===== config.mk =====
export PLATFORM = sky130hd
export DESIGN_NAME = pe_cache_responder
export DESIGN_NICKNAME = d
export VERILOG_FILES = /design/src/rtl/pe_cache_responder.sv
export SDC_FILE = /design/constraint.sdc
export NUM_CORES = 1
export LEC_CHECK = 0
export CAP_MARGIN = 30
export CORE_MARGIN = 3
export CORE_UTILIZATION = 64
export CTS_CLUSTER_DIAMETER = 150
export DETAILED_ROUTE_END_ITERATION = 6
export HOLD_SLACK_MARGIN = 0.08
export PLACE_DENSITY = 0.85
export SYNTH_ARGS = -nofsm -noshare
export SYNTH_HDL_FRONTEND = slang
export SYNTH_SLANG_ARGS = --single-unit

===== constraint.sdc =====
create_clock -name CLK_I -period 8.45 [get_ports CLK_I]
set_input_delay 2.535 -clock CLK_I [delete_from_list [all_inputs] [get_ports CLK_I]]
set_output_delay 2.535 -clock CLK_I [all_outputs]
set_load 0.02 [all_outputs]

===== src/rtl/pe_cache_responder.sv =====
`default_nettype none
// ==========================================================================
// pe_cache_responder: direct-mapped, write-through, no-write-allocate cache
// responder between the PE memory port and a req/ack backing memory.
// Revision: 1.0
// ==========================================================================
module pe_cache_responder #(
  parameter int DATA_WIDTH       = 32,
  parameter int CACHE_ADDR_WIDTH = 16,
  parameter int LINE_BITS        = 4,
  parameter int CNT_WIDTH        = 16
) (
  input  logic                        CLK_I,
  input  logic                        RST_I,
  input  logic                        CACHE_VALID_I,
  input  logic                        CACHE_WR_I,
  input  logic [CACHE_ADDR_WIDTH-1:0] CACHE_ADDR_I,
  input  logic [DATA_WIDTH-1:0]       CACHE_DATA_I,
  output logic [DATA_WIDTH-1:0]       CACHE_DATA_O,
  output logic                        STALL_O,
  input  logic                        INVALIDATE_I,
  output logic                        MEM_REQ_O,
  output logic                        MEM_WR_O,
  output logic [CACHE_ADDR_WIDTH-1:0] MEM_ADDR_O,
  output logic [DATA_WIDTH-1:0]       MEM_DATA_O,
  input  logic                        MEM_ACK_I,
  input  logic [DATA_WIDTH-1:0]       MEM_DATA_I,
  output logic [CNT_WIDTH-1:0]        HIT_CNT_O,
  output logic [CNT_WIDTH-1:0]        MISS_CNT_O
);
  localparam int LINES     = 1 << LINE_BITS;
  localparam int TAG_WIDTH = CACHE_ADDR_WIDTH - LINE_BITS;

  typedef enum logic [1:0] {
    ST_IDLE  = 2'd0,
    ST_FILL  = 2'd1,
    ST_WRITE = 2'd2
  } state_t;

  state_t                      state_q, state_d;
  logic [LINES-1:0]            valid_q, valid_d;
  logic                        inv_pend_q, inv_pend_d;
  logic [DATA_WIDTH-1:0]       rdata_q, rdata_d;
  logic [CACHE_ADDR_WIDTH-1:0] maddr_q, maddr_d;
  logic [DATA_WIDTH-1:0]       mdata_q, mdata_d;
  logic [CNT_WIDTH-1:0]        hit_q, hit_d, miss_q, miss_d;
  logic [TAG_WIDTH-1:0]        tag_q  [LINES];
  logic [DATA_WIDTH-1:0]       line_q [LINES];

  logic                        line_we;
  logic [LINE_BITS-1:0]        line_idx;
  logic [TAG_WIDTH-1:0]        line_tag;
  logic [DATA_WIDTH-1:0]       line_wdata;

  logic [LINE_BITS-1:0]        req_idx, fill_idx;
  logic [TAG_WIDTH-1:0]        req_tag, fill_tag;
  logic                        req_hit;

  assign req_idx  = CACHE_ADDR_I[LINE_BITS-1:0];
  assign req_tag  = CACHE_ADDR_I[CACHE_ADDR_WIDTH-1:LINE_BITS];
  assign fill_idx = maddr_q[LINE_BITS-1:0];
  assign fill_tag = maddr_q[CACHE_ADDR_WIDTH-1:LINE_BITS];
  assign req_hit  = valid_q[req_idx] && (tag_q[req_idx] == req_tag);

  always_comb begin
    state_d    = state_q;
    valid_d    = valid_q;
    inv_pend_d = inv_pend_q;
    rdata_d    = rdata_q;
    maddr_d    = maddr_q;
    mdata_d    = mdata_q;
    hit_d      = hit_q;
    miss_d     = miss_q;
    line_we    = 1'b0;
    line_idx   = req_idx;
    line_tag   = req_tag;
    line_wdata = CACHE_DATA_I;
    case (state_q)
      ST_IDLE: begin
        if (CACHE_VALID_I) begin
          if (CACHE_WR_I) begin
            state_d = ST_WRITE;
            maddr_d = CACHE_ADDR_I;
            mdata_d = CACHE_DATA_I;
            line_we = req_hit;
          end else if (req_hit) begin
            rdata_d = line_q[req_idx];
            if (hit_q != '1) hit_d = hit_q + 1'b1;
          end else begin
            state_d = ST_FILL;
            maddr_d = CACHE_ADDR_I;
            if (miss_q != '1) miss_d = miss_q + 1'b1;
          end
        end
        // Request above was judged on the pre-invalidate valid bits.
        if (INVALIDATE_I) valid_d = '0;
      end
      ST_FILL, ST_WRITE: begin
        if (INVALIDATE_I) inv_pend_d = 1'b1;
        if (MEM_ACK_I) begin
          state_d = ST_IDLE;
          if (state_q == ST_FILL) begin
            line_we           = 1'b1;
            line_idx          = fill_idx;
            line_tag          = fill_tag;
            line_wdata        = MEM_DATA_I;
            valid_d[fill_idx] = 1'b1;
            rdata_d           = MEM_DATA_I;
          end
          if (inv_pend_q || INVALIDATE_I) valid_d = '0;
          inv_pend_d = 1'b0;
        end
      end
      default: state_d = ST_IDLE;
    endcase
  end

  always_ff @(posedge CLK_I or posedge RST_I) begin
    if (RST_I) begin
      state_q    <= ST_IDLE;
      valid_q    <= '0;
      inv_pend_q <= 1'b0;
      rdata_q    <= '0;
      maddr_q    <= '0;
      mdata_q    <= '0;
      hit_q      <= '0;
      miss_q     <= '0;
    end else begin
      state_q    <= state_d;
      valid_q    <= valid_d;
      inv_pend_q <= inv_pend_d;
      rdata_q    <= rdata_d;
      maddr_q    <= maddr_d;
      mdata_q    <= mdata_d;
      hit_q      <= hit_d;
      miss_q     <= miss_d;
    end
  end

  // Line storage is qualified by valid_q, so it needs no reset.
  always_ff @(posedge CLK_I) begin
    if (line_we) begin
      line_q[line_idx] <= line_wdata;
      tag_q[line_idx]  <= line_tag;
    end
  end

  assign STALL_O      = (state_q != ST_IDLE);
  assign MEM_REQ_O    = (state_q != ST_IDLE);
  assign MEM_WR_O     = (state_q == ST_WRITE);
  assign MEM_ADDR_O   = maddr_q;
  assign MEM_DATA_O   = mdata_q;
  assign CACHE_DATA_O = rdata_q;
  assign HIT_CNT_O    = hit_q;
  assign MISS_CNT_O   = miss_q;
endmodule
`default_nettype wire

==> summary.md <==
| Metric | Value |
|---|---|
| Status | `finished, final reports clean` |
| Post-CTS Resized | `0` |
| CP max stage delay | `0.78 ns` |
| Hold_buf cts | `0` |
| DR pass1 iterations | `5` |
| Fin nets | `2293` |
| Final hold vios | `0` |
| Main flop type after synthesis | `edfxtp_1` |
| # setup viols final | `0` |
| Number of global-route vias before repair | `21971` |
| CTS H-Tree Depth | `3` |
| Worst flop-to-flop path endpoint | `tag_q[1][5]` |
| Syn Area/Cell | `17.3 µm²` |
| Die Span X | `239 µm` |
| Slowest CP cell | `nor2_4` |
| Maxcap violations | `0` |
| Clock-pin slew on the worst setup and hold paths | `0.06 ns` |
| Startpoint Class | `input port` |
| Asr flop ratio synth | `15.7%` |
| Yosys reg bits | `835` |
| Maximum vdd drop | `0.000343 V` |
| Setup TNS | `0 ns` |
| Mapped cell area | `34600 µm²` |
| Initial antenna violation count | `2` |
| Max-slew violations | `0` |
| Overall power | `11.6 mW` |
| Synth-to-Final Area Change | `16.5%` |
| Post-Syn Instances | `1996` |
| Share of layout cells above drive strength 1 | `20.7%` |
| DPL Wire Length | `52400 µm` |
| Die ar. | `56900 µm²` |
| CTS root buf | `clkbuf_16` |
| Vias per cell | `7.14` |
| Post-synth EDFFs | `704` |
| Worst-path maximum fanout | `67` |
| Syn Nets | `2089` |
| IO Port Bufs | `200` |
| Num ports | `201` |
| Hold Crit Endpoint | `HIT_CNT_O[10]` |
| Final WL | `94100 µm` |
| CTS tree | `built` |
| Core Region | `53100 µm²` |
| Worst skew pair latency | `0.64 ns` |
| Vert. Die Dim | `239 µm` |
| DRT iter0 DRCs | `2793` |
| Worst-path cell chain | `buf_6 > buf_4 > a2111oi_0 > a311oi_1 > xor2_1 > o31ai_1 > nand4_1 > o2bb2a_1 > nor2_4 > buf_12` |
| RSZ-0062 raised after global routing | `no` |
| Worst hold path type | `reg2reg` |
| CTS Buffer Depth | `3` |
| Slew headroom | `32.6%` |
| P_leak | `13.9 nW` |
| Critical R2R Launch | `state_q[1]` |
| Worst path arrival time | `7.00 ns` |
| Critical path type | `in2reg` |
| Crit end category | `flip-flop` |
| Final RePlAce weighted congestion | `0.916` |
| Netlist cell types | `62` |
| Required @ worst endpoint | `8.76 ns` |
| Worst hold stages | `1` |
| Worst slew pin tran | `1.01 ns` |
| Number of clock sinks | `835` |
| Initial core utilization | `65.2%` |
| Num CTS Buffers | `82` |
| Crit path time final | `6.69 ns` |
| Avg WL per Cell | `31.9 µm` |
| Routed via count | `21100` |
| Antenna Violating Nets Remaining | `0` |
| YS warnings | `0` |
| Total gr overflow | `0` |
| Total power per unit cell area | `287 nW/µm²` |
| # fillers | `2682` |
| Final worst-path cycle share | `79.2%` |
| Hold_ws | `0.491 ns` |
| Largest net degree at the start of global routing | `91` |
| WP buf/inv | `3` |
| R2r setup slk | `3.79 ns` |
| Sequential share of the synthesized area | `70.5%` |
| Worst r2r path cells | `10` |
| Setup Buffers After CTS | `0` |
| Hold wc startpoint | `HIT_CNT_O[10]` |
| CP top delay family | `compound AO/OA/AOI/OAI gates` |
| GRT Total Usage | `33.7%` |
| Clk_skew | `0.0352 ns` |
| First-pass GRT wire length | `141000 µm` |
| Max Freq | `0.149 GHz` |
| Row count | `84` |
| Remaining DRCs | `0` |
[synthesized netlist by cell type (16+ instances only)]
master	n	area share (%)
xnor2_1	16	0.40
buf_2	29	0.42
edfxtp_1	704	61
dfrtp_1	131	9.5
mux2i_1	64	1.9
mux4_2	190	12
buf_1	23	0.25
clkbuf_1	62	0.67
nor2_1	53	0.57
a21oi_1	72	1.0
nand2_1	203	2.2
nand4_1	18	0.33
nand3_1	101	1.5
nand3b_1	35	0.76
mux2_2	71	2.3
xor2_1	21	0.53
and3_1	34	0.61
o21a_1	23	0.50
[state kept, by name, summed over array words and instances (netlist names)]
| name | flops |
|---|---|
| CACHE_DATA_O | 32 |
| MEM_ADDR_O | 16 |
| MISS_CNT_O | 16 |
| HIT_CNT_O | 16 |
| line_q | 512 |
| valid_q | 16 |
| state_q | 2 |
| inv_pend_q | 1 |
| tag_q | 192 |
| MEM_DATA_O | 32 |
[cells in the final DEF, fill, tap and decap left out, drive strengths merged, types with 10 or more instances in the layout]
cell           netlist  layout
a21oi               72      72
nor2                53      53
buf                 61      48
mux4               190     190
inv                  8      10
xor2                21      21
and3                34      34
nand4               18      18
nand3b              35      35
nand3              101     101
a22oi               11      11
o21a                23      23
clkdlybuf4s50        0     195
xnor2               16      16
clkinv               1      27
or3b                16      16
clkbuf              62     114
mux2i               64      64
nor3                12      12
mux2                71      71
edfxtp             704     704
nand2              203     203
dfrtp              131     131
[worst max-delay path by stage]
| stage | start | endpoint | slack [ns] | cells after the start |
|---|---|---|---|---|
| 2_1_floorplan | CACHE_ADDR_I[2] | line_q[12][0] | 1.31 | 10 |
| 3_3_place_gp | CACHE_ADDR_I[2] | line_q[1][5] | 1.35 | 9 |
| 3_5_place_dp | CACHE_ADDR_I[2] | line_q[1][6] | 1.24 | 9 |
| 4_1_cts | CACHE_ADDR_I[2] | line_q[1][8] | 1.76 | 9 |
| 5_1_grt | CACHE_ADDR_I[1] | tag_q[1][5] | 1.75 | 10 |
| 6_report | CACHE_ADDR_I[1] | tag_q[1][5] | 1.76 | 10 |
[area by class of cell]
| type | count | area, µm² | area share [%] |
|---|---|---|---|
| diodes | 1 | 2.50 | 0.00620 |
| clock buffers | 114 | 2270 | 5.64 |
| clock inverters | 35 | 393 | 0.974 |
| inverters | 9 | 38.8 | 0.0962 |
| multi-input cells | 1029 | 9780 | 24.3 |
| flip-flops and latches | 835 | 24400 | 60.5 |
| well taps | 688 | 861 | 2.13 |
| repair buffers | 243 | 2570 | 6.36 |
[metal layers]
layer / GRT usage [%] / share of wire (%) / wire length [µm]
met5: 0 / 0 / 0
met4: 16.7 / 5.4 / 5050
met3: 7.25 / 11 / 10700
met2: 54.7 / 49 / 46500
met1: 44.2 / 34 / 31900
[kinds of logic after synthesis]
family | count (synthesis) | share of synthesized area (%)
DFF | 835 | 70.5
and+or+nand+nor | 513 | 7.40
muxes | 325 | 16.5
AOI/OAI and AO/OA | 147 | 2.72
buffers and inverters | 132 | 1.64
xor gates and xnor gates | 37 | 0.936
adders and majority gates | 7 | 0.253
[power by group]
part	internal [mW]	switching, mW
Combinational	1.06	1.72
Sequential	4.90	0.230
Clock	2.11	1.55
[per-stage QoR]
step	std cells	instance area (µm²)	worst slack, ns	utilization, %
2_1_floorplan	1996	34600	1.31	-
3_3_place_gp	2800	37600	1.35	70.8
3_5_place_dp	2801	37600	1.24	70.9
4_1_cts	2950	40300	1.76	75.9
5_1_grt	2953	40300	1.75	76.0
6_report	2954	40300	1.76	76.0
Power figures use the tool's default switching activity.
